## config.mk

```make
export PLATFORM = sky130hd
export DESIGN_NAME = kypd_scan_ctrl
export DESIGN_NICKNAME = d
export VERILOG_FILES = /design/src/rtl/kypd_pkg.sv /design/src/rtl/kypd_col_scanner.sv /design/src/rtl/kypd_scan_ctrl.sv
export SDC_FILE = /design/constraint.sdc
export NUM_CORES = 1
export LEC_CHECK = 0
export ABC_AREA = 1
export CAP_MARGIN = 30
export CORE_UTILIZATION = 55
export DETAILED_ROUTE_END_ITERATION = 16
export HOLD_SLACK_MARGIN = 0.05
export PLACE_DENSITY_LB_ADDON = 0.3
export SLEW_MARGIN = 10
export SYNTH_ARGS = -nofsm -noshare
export SYNTH_HDL_FRONTEND = slang
export SYNTH_HIERARCHICAL = 1
export SYNTH_SLANG_ARGS = --single-unit
```

## constraint.sdc

```tcl
create_clock -name clk -period 5.5 [get_ports clk]
set_input_delay 1.1 -clock clk [delete_from_list [all_inputs] [get_ports clk]]
set_output_delay 1.1 -clock clk [all_outputs]
set_load 0.005 [all_outputs]
```

## src/rtl/kypd_pkg.sv

```systemverilog
// kypd_pkg: shared types, keypad geometry and key map for the Pmod keypad scanner.
// Auto-repeat in kypd_scan_ctrl is enabled with KYPD_REPEAT_EN.
package kypd_pkg;
    typedef enum logic [1:0] {IDLE, CAND, PRESSED} state_t;
    localparam int NUM_ROWS = 4;
    localparam int NUM_COLS = 4;
    localparam logic [3:0] KEYMAP [0:NUM_ROWS-1][0:NUM_COLS-1] = '{
        '{4'h1, 4'h2, 4'h3, 4'hA},
        '{4'h4, 4'h5, 4'h6, 4'hB},
        '{4'h7, 4'h8, 4'h9, 4'hC},
        '{4'h0, 4'hF, 4'hE, 4'hD}
    };
    function automatic logic [3:0] key_lookup(input logic [1:0] row_idx, input logic [1:0] col_idx);
        return KEYMAP[row_idx][col_idx];
    endfunction
endpackage

```

## src/rtl/kypd_col_scanner.sv

```systemverilog
// kypd_col_scanner: free-running column drive with settle time, row synchronizer,
// per-column sample strobe and frame-end strobe.
module kypd_col_scanner #(
    parameter int SETTLE_CYC = 1000
) (
    input  logic       clk,
    input  logic       rst,
    input  logic [3:0] i_row,
    output logic [3:0] o_col,
    output logic [3:0] o_row,
    output logic       o_sample,
    output logic       o_frame_end
);
    localparam int SW = $clog2(SETTLE_CYC) + 1;
    localparam logic [SW-1:0] S_LAST = SW'(SETTLE_CYC - 1);
    logic [3:0]    r_sync1, r_sync2;
    logic [SW-1:0] r_settle;
    logic [1:0]    r_idx;
    always_ff @(posedge clk or posedge rst) begin
        if (rst) begin
            r_sync1  <= 4'hF;
            r_sync2  <= 4'hF;
            r_settle <= '0;
            r_idx    <= '0;
        end else begin
            r_sync1  <= i_row;
            r_sync2  <= r_sync1;
            r_settle <= o_sample ? '0 : r_settle + 1'b1;
            r_idx    <= r_idx + {1'b0, o_sample};
        end
    end
    assign o_sample    = r_settle == S_LAST;
    assign o_frame_end = o_sample && r_idx == 2'd3;
    assign o_col       = ~(4'b0001 << r_idx);
    assign o_row       = r_sync2;
endmodule

```

## src/rtl/kypd_scan_ctrl.sv

```systemverilog
// kypd_scan_ctrl: 4x4 keypad scan, whole-frame debounce and single-cycle key events.
// Define KYPD_REPEAT_EN to emit auto-repeat events while a key stays held.
module kypd_scan_ctrl
    import kypd_pkg::*;
#(
    parameter int SETTLE_CYC     = 1000,
    parameter int DEBOUNCE_SCANS = 8,
    parameter int REPEAT_DELAY   = 50,
    parameter int REPEAT_RATE    = 10
) (
    input  logic       clk,
    input  logic       rst,
    input  logic [3:0] row,
    output logic [3:0] col,
    output logic [3:0] key_code,
    output logic       key_valid,
    output logic       key_held,
    output logic       multi_key
);
    localparam int CW = $clog2(DEBOUNCE_SCANS) + 1;
    localparam logic [CW-1:0] DEB_M1 = CW'(DEBOUNCE_SCANS - 1);
    logic          w_sample, w_frame_end, w_rep_fire, w_valid_nxt;
    logic [3:0]    w_row_s, w_code, w_cand_nxt, w_code_nxt, r_cand, r_key_code;
    logic [11:0]   r_keys;
    logic [15:0]   w_frame;
    logic [1:0]    w_n;
    logic [CW-1:0] r_cnt, w_cnt_nxt;
    logic          r_key_valid, r_multi;
    state_t        r_state, w_state_nxt;
    kypd_col_scanner #(.SETTLE_CYC(SETTLE_CYC)) u_scan (
        .clk(clk), .rst(rst), .i_row(row), .o_col(col), .o_row(w_row_s),
        .o_sample(w_sample), .o_frame_end(w_frame_end)
    );
    // Columns 0..2 are shifted in as they are sampled; column 3 joins live at frame end.
    assign w_frame = {~w_row_s, r_keys};
    always_comb begin
        w_n    = '0;
        w_code = '0;
        for (int c = 0; c < NUM_COLS; c++)
            for (int r = 0; r < NUM_ROWS; r++)
                if (w_frame[c*NUM_ROWS + r]) begin
                    w_n    = (w_n == 2'd2) ? 2'd2 : w_n + 2'd1;
                    w_code = key_lookup(2'(r), 2'(c));
                end
    end
    always_comb begin
        w_state_nxt = r_state;
        w_cand_nxt  = r_cand;
        w_cnt_nxt   = r_cnt;
        w_code_nxt  = r_key_code;
        w_valid_nxt = 1'b0;
        if (w_frame_end)
            case (r_state)
                IDLE: if (w_n == 2'd1) begin
                    w_state_nxt = CAND;
                    w_cand_nxt  = w_code;
                    w_cnt_nxt   = CW'(1);
                end
                CAND: if (w_n == 2'd1 && w_code == r_cand) begin
                    w_cnt_nxt = (r_cnt == DEB_M1) ? '0 : r_cnt + 1'b1;
                    if (r_cnt == DEB_M1) begin
                        w_state_nxt = PRESSED;
                        w_code_nxt  = r_cand;
                        w_valid_nxt = 1'b1;
                    end
                end else begin
                    w_state_nxt = IDLE;
                    w_cnt_nxt   = '0;
                end
                PRESSED: begin
                    w_valid_nxt = w_rep_fire;
                    w_cnt_nxt   = (w_n != 2'd0 || r_cnt == DEB_M1) ? '0 : r_cnt + 1'b1;
                    w_state_nxt = (w_n == 2'd0 && r_cnt == DEB_M1) ? IDLE : PRESSED;
                end
                default: w_state_nxt = IDLE;
            endcase
    end
    always_ff @(posedge clk or posedge rst) begin
        if (rst) begin
            r_state     <= IDLE;
            r_cand      <= '0;
            r_cnt       <= '0;
            r_key_code  <= '0;
            r_key_valid <= 1'b0;
            r_multi     <= 1'b0;
            r_keys      <= '0;
        end else begin
            r_state     <= w_state_nxt;
            r_cand      <= w_cand_nxt;
            r_cnt       <= w_cnt_nxt;
            r_key_code  <= w_code_nxt;
            r_key_valid <= w_valid_nxt;
            if (w_sample) r_keys <= {~w_row_s, r_keys[11:4]};
            if (w_frame_end) r_multi <= w_n == 2'd2;
        end
    end
`ifdef KYPD_REPEAT_EN
    localparam int HMAX = (REPEAT_DELAY > REPEAT_RATE) ? REPEAT_DELAY : REPEAT_RATE;
    localparam int HW = $clog2(HMAX) + 1;
    localparam logic [HW-1:0] DELAY_M1 = HW'(REPEAT_DELAY - 1);
    localparam logic [HW-1:0] RATE_M1  = HW'(REPEAT_RATE - 1);
    logic [HW-1:0] r_hold;
    logic          r_rep, w_match;
    assign w_match    = r_state == PRESSED && w_n == 2'd1 && w_code == r_key_code;
    assign w_rep_fire = w_match && r_hold == (r_rep ? RATE_M1 : DELAY_M1);
    always_ff @(posedge clk or posedge rst) begin
        if (rst) begin
            r_hold <= '0;
            r_rep  <= 1'b0;
        end else if (w_frame_end) begin
            r_hold <= (!w_match || w_rep_fire) ? '0 : r_hold + 1'b1;
            r_rep  <= w_match && (r_rep || w_rep_fire);
        end
    end
`else
    // Repeat timing has no effect when auto-repeat is compiled out.
    assign w_rep_fire = 1'b0 & (REPEAT_DELAY > REPEAT_RATE);
`endif
    assign key_code  = r_key_code;
    assign key_valid = r_key_valid;
    assign key_held  = r_state == PRESSED;
    assign multi_key = r_multi;
endmodule

```

==> results of run 1 <==
==> per-stage QoR <==
stage	hold slack, ps	instances	instance area, um^2	utilization, %
CTS	362	655	4110	63.7
global placement	347	646	3970	61.4
global route	368	662	4360	67.5
finish	361	662	4360	67.5
floorplan	345	561	3750	-
detailed placement	348	647	4000	61.9
==> cell families (layout without fill, tap and decap cells) <==
family / count (synthesis) / count (layout)
AO/OA/AOI/OAI: 53 / 53
XOR/XNOR: 9 / 9
adder cells (fa/ha/maj): 13 / 13
buffers and inverters: 84 / 107
flip-flops: 49 / 49
AND/OR/NAND/NOR: 353 / 354
==> sequential cells by signal, summed over array words and instances (netlist names) <==
name	flops
r_cnt	4
key_code	4
u_scan/r_sync1	4
r_cand	4
u_scan/o_row	4
r_state	2
u_scan/r_settle	11
multi_key	1
u_scan/r_idx	2
key_valid	1
r_keys	12
==> worst max-delay path: cells and delay by family (launching register included) <==
| family | cells | cell delay (ps) |
|---|---|---|
| AND/OR/NAND/NOR | 36 | 3410 |
| buffers and inverters | 6 | 450 |
| flip-flops | 1 | 400 |
| AO/OA/AOI/OAI | 3 | 370 |
| adder cells (fa/ha/maj) | 2 | 470 |
==> synth_stat cells <==
cell / n
nand2_1: 172
inv_1: 66
nor2_1: 53
nand3_1: 52
dfrtp_1: 41
nand2_2: 34
o21ai_0: 21
a21oi_1: 16
ha_1: 13
nand4_1: 12
nand3_2: 10
o21ai_1: 9
dfstp_2: 8
inv_2: 8
nor2_2: 6
nor2_4: 5
xor2_1: 5
buf_2: 4
o21ai_2: 4
xnor2_1: 4
and2_1: 2
buf_4: 2
clkbuf_1: 2
nand2_4: 2
nor4_1: 2
clkinv_1: 1
clkinv_2: 1
nor3_1: 1
nor3_4: 1
o211ai_1: 1
o22ai_1: 1
o31ai_1: 1
or2_2: 1
==> routing by layer <==
layer | share of wire [%] | routed length [um] | global-route usage [%] | vias up
met5 | 0 | 0 | 0 | -
met2 | 50 | 4060 | 41.8 | 63
met1 | 45 | 3700 | 27.9 | 1643
met3 | 2.9 | 239 | 3.44 | 13
met4 | 1.7 | 137 | 7.40 | 0
li1 | - | - | - | 1814
==> repair_timing <==
action / CTS / global route
buffers inserted: 0 / 6
endpoints found under the setup margin: 0 / 15
gates resized for setup: 0 / 56
hold endpoints to repair: 0 / 0
==> power by group through the flow <==
stage | combinational (mW) | clock (mW) | sequential, mW
after detailed placement | 0.0478 | 0 | 0.376
after CTS | 0.0482 | 0.272 | 0.369
after global routing | 0.0559 | 0.285 | 0.370
after global placement | 0.0439 | 0 | 0.376
after floorplan | 0.0355 | 0 | 0.374
final | 0.0494 | 0.266 | 0.369
==> how the worst min path moves through the flow <==
| stage | startpoint | to | slack (ps) | cells past startpoint |
|---|---|---|---|---|
| 4_1_cts | u_scan/r_sync1[0]$_DFF_PP1_ | u_scan/o_row[0]$_DFF_PP1_ | 360 | 0 |
| 2_1_floorplan | u_scan/r_sync1[0]$_DFF_PP1_ | u_scan/o_row[0]$_DFF_PP1_ | 350 | 0 |
| 3_5_place_dp | u_scan/r_sync1[0]$_DFF_PP1_ | u_scan/o_row[0]$_DFF_PP1_ | 350 | 0 |
| 6_report | u_scan/r_sync1[0]$_DFF_PP1_ | u_scan/o_row[0]$_DFF_PP1_ | 360 | 0 |
| 5_1_grt | u_scan/r_sync1[1]$_DFF_PP1_ | u_scan/o_row[1]$_DFF_PP1_ | 370 | 0 |
| 3_3_place_gp | u_scan/r_sync1[1]$_DFF_PP1_ | u_scan/o_row[1]$_DFF_PP1_ | 350 | 0 |
==> layout make-up <==
type,instances,area (um^2)
multi-input combinational,429,2390
fill,535,2100
sequential,49,1240
inverter,76,287
timing repair buffer,23,233
tap,77,96.3
clock buffer,5,68.8
clock inverter,3,48.8
==> metrics.txt, run 1 <==
post-placement setup slack 311 ps; input/output buffers 16; Clock Skew 10.4 ps; Fin Setup TNS 0 ps; Avg Synthesized Cell Area 6.69 um^2; vias in the first global route 3303; Total GRT Usage 23.0%; adder-cell share of the synthesized area 4.33%; Final period util 94.5%; sequential share of power 53.9%; Worst Setup Start Kind flip-flop; H-tree depth 2; Tightest Pin Transition 751 ps; top-area cell type share of the netlist area 27.3%; simple-gate share of the synthesized area 44.3%; largest fanout on the critical path 5; syn_nets 580; total grt overflow 0; synthesized area 3750 um^2; CTS Buf Count 5; Horiz. Die Dim 84.6 um; total of max-cap violations 0; synth top area cells dfrtp_1, nand2_1, nand3_1; n_diodes 0; CTS tree done; Vias/cell 5.34; #FFs+latches synth 49; Vias 3533; reg2reg start r_keys[0]$_DFFE_PP0P_; Post-Syn Instances 561; Die Height 84.6 um; Clock Latency Late Sink 310 ps; Compound-Gate Fraction of Synth Area 7.63%; Final nets 603; most frequent CP cell nand2_1; # IOs 17; DRT Wirelength 8.14 mm; Sw Ratio 23.8%; Synth-to-Final Area Change 16.1%; RSZ-0062 raised after global routing yes; clock transition at the registers of the reported paths 100 ps; CP arrival 5430 ps; first-pass GRT wire length 13.6 mm; DR iter-0 viols 238; Pleak 2.18 nW; Required @ worst endpoint 5730 ps; Core Area 6460 um^2; sw power 0.163 mW; most frequent cells in the layout nand2_1, inv_1, nand2_2, nand3_1, nor2_1; slowest stage delay, CP 400 ps; XOR/XNOR Fraction of Synth Area 2.10%; row cnt 29; largest area contributor in the netlist dfrtp_1; combinational family with the most area after synthesis simple AND/OR/NAND/NOR gates; CTS max path bufs 2; Internal Pwr Total 0.522 mW; Worst slew margin 49.9%; hold buffer count at CTS 0; f_max 192 MHz; post-synthesis sequential area ratio 32.9%; worst min path class flip-flop to flip-flop; Clock power frac 38.9%; largest net degree at the start of global routing 22; PwrDens 157 nW/um^2; Root Buffer clkbuf_8; Final Hold Viols 0; final worst slack 304 ps; DR WL/cell 12.3 um; ratio of cells with drive above 1 in the final layout 24.1%; post-synthesis mux area share 0%; clock sinks 49; Distinct cells, synth 33; Worst Setup End Kind flip-flop; crit path to key_code[1]$_DFFE_PP0P_; Gate power share 7.2%; outcome complete, no violations; Starting Density 58.1%; Routability Congestion 0.830; critical path startpoint r_keys[0]$_DFFE_PP0P_; Synth Warn # 6; RR Endpoint key_code[1]$_DFFE_PP0P_; type of the worst setup path flip-flop to flip-flop; initial antenna violation count 0; Final ANT Viol Nets 0; most common cell after layout, fill and taps aside nand2_1; DP HPWL 5.98 mm; Final Critical Period 5200 ps; residual DRC count 0; worst-case vdd ir drop 0.209 mV; Pwr Total 0.685 mW; die area 7160 um^2; drt pass-1 iters 4; Slew Viols, Final 0; Final setup violation count 0; reg2reg path depth 47; Worst path slowest cell dfrtp_1; R2R setup slack 300 ps
No activity file was read; power rests on OpenSTA's default activity.
==> inputs of run 2 (changes only) <==
- ABC_CLOCK_PERIOD_IN_PS: default -> 5500
==> results of run 2 <==
No change in the layout: final DEF, timing and power equal those of run 1.
